## src/rtl/gpio_ctrl.sv

```systemverilog
// gpio_ctrl: memory-mapped GPIO block with input synchroniser, rising-edge
// sticky status (write-1-to-clear), maskable level interrupt and output register.
// Register map by addr[3:2]: 0 OUT (RW), 1 IN (RO), 2 STAT (W1C), 3 MASK (RW).
// Optional input debounce filter enabled by defining GPIO_DEBOUNCE_EN.
module gpio_ctrl #(
    parameter int unsigned WIDTH     = 32,
    parameter int unsigned DB_CYCLES = 4
) (
    input  logic             clk,
    input  logic             rst,
    input  logic             ce,
    input  logic             we,
    input  logic [3:0]       addr,
    input  logic [31:0]      wdata,
    output logic [31:0]      rdata,
    input  logic [WIDTH-1:0] GPIO_IN,
    output logic [WIDTH-1:0] GPIO_OUT,
    output logic             irq
);

    typedef enum logic [1:0] {
        REG_OUT  = 2'd0,
        REG_IN   = 2'd1,
        REG_STAT = 2'd2,
        REG_MASK = 2'd3
    } reg_sel_e;

    reg_sel_e         sel;
    logic             wr_en;
    logic             rd_en;

    logic [WIDTH-1:0] sync1_q;
    logic [WIDTH-1:0] sync2_q;
    logic [WIDTH-1:0] in_val;
    logic [WIDTH-1:0] prev_q;
    logic [WIDTH-1:0] stat_q, stat_d;
    logic [WIDTH-1:0] mask_q, mask_d;
    logic [WIDTH-1:0] out_q,  out_d;
    logic [WIDTH-1:0] clr;
    logic [WIDTH-1:0] rise;
    logic [31:0]      rdata_q, rd_val;
    logic             irq_q,   irq_d;

    // Byte lane bits and data bits above WIDTH carry no meaning here.
    logic unused_bits;
    assign unused_bits = ^{addr[1:0], wdata};

    assign sel   = reg_sel_e'(addr[3:2]);
    assign wr_en = ce & we;
    assign rd_en = ce & ~we;

`ifdef GPIO_DEBOUNCE_EN
    localparam int unsigned CW = $clog2(DB_CYCLES) + 1;

    logic [WIDTH-1:0] cand_q;
    logic [CW-1:0]    cnt_q;
    logic [WIDTH-1:0] in_q;

    // Debounce: accept the candidate once it has matched sync2 for DB_CYCLES
    // consecutive cycles; any change restarts the count. IN updates on the
    // same edge the count reaches DB_CYCLES.
    always_ff @(posedge clk or negedge rst) begin
        if (!rst) begin
            cand_q <= '0;
            cnt_q  <= '0;
            in_q   <= '0;
        end else if (sync2_q != cand_q) begin
            cand_q <= sync2_q;
            cnt_q  <= '0;
        end else begin
            if (cnt_q != CW'(DB_CYCLES)) begin
                cnt_q <= cnt_q + CW'(1);
            end
            if (cnt_q >= CW'(DB_CYCLES - 1)) begin
                in_q <= cand_q;
            end
        end
    end

    assign in_val = in_q;
`else
    // Without filtering, the second synchroniser stage is the IN register.
    assign in_val = sync2_q;
`endif

    // Next-state for status, mask, output and interrupt.
    always_comb begin
        clr    = '0;
        out_d  = out_q;
        mask_d = mask_q;
        if (wr_en && sel == REG_STAT) begin
            clr = wdata[WIDTH-1:0];
        end
        if (wr_en && sel == REG_OUT) begin
            out_d = wdata[WIDTH-1:0];
        end
        if (wr_en && sel == REG_MASK) begin
            mask_d = wdata[WIDTH-1:0];
        end
        rise   = in_val & ~prev_q;
        // Set is ORed after the clear so a same-cycle edge survives the W1C.
        stat_d = (stat_q & ~clr) | rise;
        irq_d  = |(stat_d & mask_d);
    end

    // Read mux: pre-update register contents, zero-extended to 32 bits.
    always_comb begin
        rd_val = '0;
        unique case (sel)
            REG_OUT:  rd_val[WIDTH-1:0] = out_q;
            REG_IN:   rd_val[WIDTH-1:0] = in_val;
            REG_STAT: rd_val[WIDTH-1:0] = stat_q;
            REG_MASK: rd_val[WIDTH-1:0] = mask_q;
        endcase
    end

    // State registers: synchroniser, edge history, CSRs, read data, interrupt.
    always_ff @(posedge clk or negedge rst) begin
        if (!rst) begin
            sync1_q <= '0;
            sync2_q <= '0;
            prev_q  <= '0;
            stat_q  <= '0;
            mask_q  <= '0;
            out_q   <= '0;
            rdata_q <= '0;
            irq_q   <= 1'b0;
        end else begin
            sync1_q <= GPIO_IN;
            sync2_q <= sync1_q;
            prev_q  <= in_val;
            stat_q  <= stat_d;
            mask_q  <= mask_d;
            out_q   <= out_d;
            irq_q   <= irq_d;
            if (rd_en) begin
                rdata_q <= rd_val;
            end
        end
    end

    assign rdata    = rdata_q;
    assign GPIO_OUT = out_q;
    assign irq      = irq_q;

endmodule

```

## config.mk

```make
export PLATFORM = sky130hd
export DESIGN_NAME = gpio_ctrl
export DESIGN_NICKNAME = d
export VERILOG_FILES = /design/src/rtl/gpio_ctrl.sv
export SDC_FILE = /design/constraint.sdc
export NUM_CORES = 1
export LEC_CHECK = 0
export BUFFER_PORTS_ARGS = -buffer_cell sky130_fd_sc_hd__buf_2
export CAP_MARGIN = 20
export CELL_PAD_IN_SITES_DETAIL_PLACEMENT = 0
export CELL_PAD_IN_SITES_GLOBAL_PLACEMENT = 1
export CORE_MARGIN = 2
export CORE_UTILIZATION = 50
export DETAILED_ROUTE_END_ITERATION = 8
export HOLD_SLACK_MARGIN = 0.12
export PLACE_DENSITY = 0.81
export SETUP_SLACK_MARGIN = 0.5
export SYNTH_ARGS = -nofsm -noshare
export SYNTH_HDL_FRONTEND = slang
export SYNTH_SLANG_ARGS = --single-unit
```

## constraint.sdc

```tcl
create_clock -name clk -period 2.5 [get_ports clk]
set_clock_uncertainty 0.2 [all_clocks]
set_input_delay 0.25 -clock clk [delete_from_list [all_inputs] [get_ports clk]]
set_output_delay 0.25 -clock clk [all_outputs]
set_load 0.01 [all_outputs]
```

Word-level counts from Yosys, hierarchy flattened --
Index checks and enable logic that the tools add are counted.
Word-level totals: output and inout port bits 65, input bits 72, logic and storage cells 28, bits in registers 225
Cells by class: bitwise operators 9, muxes and demuxes 3, equal/unequal tests 3, reductions and logical operators 5
Operators by type and width (number):
- $pmux 32 s4 | 1
- $and 32x32->32 | 3
- $mux 32 | 2
- $not 32->32 | 2
- $or 32x32->32 | 1
- $reduce_or 32->1 | 1
- $eq 2x2->1 const B | 2
- $logic_and 1x1->1 | 3
- $and 1x1->1 | 2
- $eq 2x1->1 const B | 1
- $logic_not 2->1 | 1
- $not 1->1 | 1

Longest topological paths before layout --
depth after elaboration 8, gate-level depth with buffers 7, mapped depth without buffers 5

Worst setup path after synthesis --
No wires, ideal clock.
path kind input to register, start point input port addr[3], end point register irq_q, in the netlist irq, data required time 2.164 ns, library setup time 0.136 ns, stages 7, path buffers 2, arrival time 1.590 ns, setup slack 0.574 ns, path through buf_2 > nand4_4 > buf_6 > mux2_4 > a22o_1 > nor4_1 > nand4_1
On the way: elaborated cells between the ends (all ways) 11, those cells by class 2 x eq/ne; 2 x mux; 4 x bitwise; 3 x reduce/logical
RTL lines:
- start: declaration | line 13 | input logic [3:0] addr,
- $eq 2x2->1 | line 97 | if (wr_en && sel == REG_MASK) begin
- $logic_and 1x1->1 | line 97
- $mux 32 | line 97
- net mask_d[3] | line 37 | logic [WIDTH-1:0] mask_q, mask_d;
- $and 32x32->32 | line 103 | irq_d = |(stat_d & mask_d);
- $reduce_or 32->1 | line 103
- net irq_d | line 42 | logic irq_q, irq_d;
- end signal: assignment | line 135 | irq_q <= irq_d;
- end: declaration | line 42
The timed path passes the listed nets, and every way through them passes these cells. A chain may end at the register's enable or synchronous reset.

Worst setup path after layout --
start point register stat_q[19], end point register irq_q, in the netlist irq
On the way: cells in the longest elaborated chain, start to end 4
Ends and longest elaborated chain:
- start: declaration | line 36 | logic [WIDTH-1:0] stat_q, stat_d;
- start signal: assignment | line 132 | stat_q <= stat_d;
- $and 32x32->32 | line 102 | stat_d = (stat_q & ~clr) | rise;
- $or 32x32->32 | line 102
- net stat_d[19] | line 36
- $and 32x32->32 | line 103
- $reduce_or 32->1 | line 103
- net irq_d | line 42
The timed path passes the listed nets, and every way through them passes these cells.

==> metrics.md <==
| Metric | Value |
|---|---|
| Share of cells above drive strength 1 | 0.4229 |
| CP arrival | 2.03 ns |
| Internal | 0.006780 W |
| Placer Congestion | 0.7997 |
| Layout Area Growth over Synthesis | 28.49% |
| Routed vias/inst | 5.317 |
| Cells after Synth | 496 |
| Adder-cell share of the synthesized area | 0 |
| Largest net degree at the start of global routing | 68 |
| Die ar. | 17960 um^2 |
| Status | finished clean |
| Hold Crit Class | flop to flop |
| DR iter-0 viols | 217 |
| # port buffers | 134 |
| Worst-margin pin slew | 0.5574 ns |
| NetSw | 0.002240 W |
| Max Cap Viol | 0 |
| Max stage delay cell, worst path | dfrtp_1 |
| Met1 Use GR | 0.2947 |
| Core ar. | 16520 um^2 |
| Crit-path cells | nor2b_1, a221o_1, a22o_1, nor4_2, nand4_1 |
| R2r worst-path depth | 5 |
| Clock slew at reported path FFs | 0.06 ns |
| Crit end category | flop |
| PD cells | 830.7 nW/um^2 |
| Clk buf depth | 3 |
| Die width | 134.0 um |
| Antenna-violating nets left | 0 |
| Final setup fails | 0 |
| Initial antenna violation count | 1 |
| FP Rows | 47 |
| Period minus WS final | 1.861 ns |
| Switching share of power | 0.2483 |
| Synth Cell Area | 8451 um^2 |
| Worst-Skew Late Latency | 0.50 ns |
| Gr usage total | 0.2150 |
| Max stage delay on crit path | 0.40 ns |
| Simple-gate share of the synthesized area | 0.03509 |
| Worst R2R Setup Slack | 0.64 ns |
| Crit path launch type | flop |
| Final Max Tran Viols | 0 |
| Post-CTS setup repair buffer count | 0 |
| GRT busiest layer | met2 |
| Fmax | 0.5373 GHz |
| Number of buffers created by CTS | 23 |
| GR Util met2 | 0.3630 |
| Complex-gate fraction of the synthesized area | 0.05330 |
| I/O pin count | 137 |
| Routed length per placed instance | 19.39 um |
| VDD IR max | 0.0005451 V |
| Largest family of logic cells by synthesized area | multiplexers |
| First-pass GRT wire length | 30190 um |
| Final nets | 784 |
| Syn Nets | 568 |
| RSZ-0062 raised after global routing | false |
| Period utilization | 0.7445 |
| Mux contribution to synthesized area | 0.2168 |
| DP HPWL | 11540 um |
| Die height | 134.0 um |
| P_leak | 4.821 nW |
| CTS tree | done |
| Initial core utilization | 0.5114 |
| Origin of the worst min-delay path | sync1_q[8] |
| Syn avg cell area | 17.04 um^2 |
| Vias | 5035 |
| End of the worst hold path | in_val[8] |
| Sequential area share after synthesis | 0.6663 |
| Slew headroom | 0.6284 |
| CP Data Required Time | 2.66 ns |
| XOR/XNOR Fraction of Synth Area | 0 |
| Gr ovfl total | 0 |
| Endpoints failing hold | 0 |
| M3 GR Usage | 0.03477 |
| Reg2reg start | stat_q[19] |
| Non-Filler Instances | 947 |
| Yosys cell types | 21 |
| Clock Sinks | 225 |
| FF-to-FF End | irq |
| Residual DRC | 0 |
| Flop pwr share | 0.486 |
| Fin Setup TNS | 0 ns |
| FF+latch count, synth | 225 |
| YS warnings | 0 |
| Hold Path Depth | 0 |
| Crit Path Category | flop to flop |
| Logic pwr share | 0.158 |
| CTS root buf | clkbuf_16 |
| TritonRoute pass-1 iters | 4 |
| CP Max Fanout | 3 |
| Post-place setup slack | 0.2514 ns |
| Share of total power in the clock network | 0.356 |
| Final WL | 18360 um |
| # placed instances | 841 |
| Number of global-route vias before repair | 5624 |
| H-tree depth | 1 |
| Worst setup margin | 0.6387 ns |
## per-stage QoR
step	total power, W	util	hold WS, ns	area, um^2
3_3_place_gp	0.005734	0.5734	0.03241	9475
6_report	0.009020	0.6571	0.1414	10860
4_1_cts	0.009113	0.6565	0.1478	10850
2_1_floorplan	0.005150	-	-0.2456	8451
5_1_grt	0.009443	0.6571	0.1526	10860
3_5_place_dp	0.005798	0.5734	0.04070	9475
## layout make-up
type	instances	area [um^2]
multi-input combinational	218	2597
clock inverter	6	30.03
inverter	32	120.1
timing repair buffer	212	1519
tap	220	275.3
clock buffer	33	683.2
fill	1163	5667
antenna	1	2.502
sequential	225	5630
## cells in the mapped netlist, drive strengths merged
cell	number	area (um^2)
nand4b	1	23.77
mux2	96	1111
a22o	8	70.07
nor3	1	5.000
a221o	32	320.3
nor2b	33	206.5
inv	32	120.1
a22oi	8	60.06
clkbuf	4	15.01
nand4	2	27.53
nand2	1	3.750
mux4	32	720.7
and4	2	17.52
dfrtp	225	5630
buf	17	106.4
nor4	2	12.51
## metal layers
metal,up-vias,part of all wire
met5,-,0
met4,0,0.016
met3,29,0.038
met2,115,0.51
met1,2636,0.44
li1,2255,-
## cells in the final DEF, fill, tap and decap left out, types with 3 or more instances in the layout
| cell | netlist | layout |
|---|---|---|
| a22o_1 | 8 | 8 |
| a221o_1 | 32 | 32 |
| mux2_4 | 8 | 8 |
| clkbuf_1 | 4 | 3 |
| mux2_1 | 8 | 8 |
| dlygate4sd3_1 | 0 | 66 |
| buf_4 | 0 | 5 |
| buf_12 | 0 | 7 |
| buf_2 | 10 | 133 |
| nor2b_1 | 33 | 32 |
| dfrtp_1 | 225 | 225 |
| clkbuf_8 | 0 | 7 |
| mux4_2 | 32 | 32 |
| clkbuf_16 | 0 | 23 |
| a22oi_1 | 8 | 8 |
| mux2_2 | 80 | 80 |
| clkinv_2 | 0 | 6 |
| inv_1 | 32 | 32 |
## critical path: cells and delay by family (launching register included)
kind / cells / cell delay (ns)
AOI/OAI and AO/OA: 2 / 0.56
DFF: 1 / 0.40
and+or+nand+nor: 3 / 0.58
## timing repair
action | 4_1_cts | 5_1_grt
resized for setup | 0 | 1
endpoints found under the setup margin | 0 | 1
hold buffers | 66 | 0
endpoints found under the hold margin | 354 | 0
## power by group through the flow
stage / Sequential [W] / Combinational (W) / Clock [W]
final: 0.00438 / 0.00143 / 0.00321
after global routing: 0.00443 / 0.00155 / 0.00346
after CTS: 0.00438 / 0.00145 / 0.00329
after detailed placement: 0.00444 / 0.00136 / 0
after global placement: 0.00441 / 0.00133 / 0
after floorplan: 0.00449 / 0.000663 / 0
## cells by family after synthesis
kind of cell / Yosys count
and+or+nand+nor: 42
muxes: 128
AOI/OAI and AO/OA: 48
DFF: 225
buffers and inverters: 53
## worst max path at each step
stage / startpoint / end / slack, ns / depth (start not counted)
after floorplan: addr[3] / irq / 0.57 / 7
after global placement: we / irq / 0.28 / 7
after detailed placement: we / irq / 0.25 / 7
after CTS: stat_q[27] / irq / 0.57 / 5
after global routing: stat_q[19] / irq / 0.53 / 5
final: stat_q[19] / irq / 0.64 / 5
## flip-flops by register name, indices dropped and copies added (netlist names)
register / flops
sync1_q: 32
rdata: 32
stat_q: 32
GPIO_OUT: 32
irq: 1
in_val: 32
prev_q: 32
mask_q: 32
No activity file was read; power rests on OpenSTA's default activity.
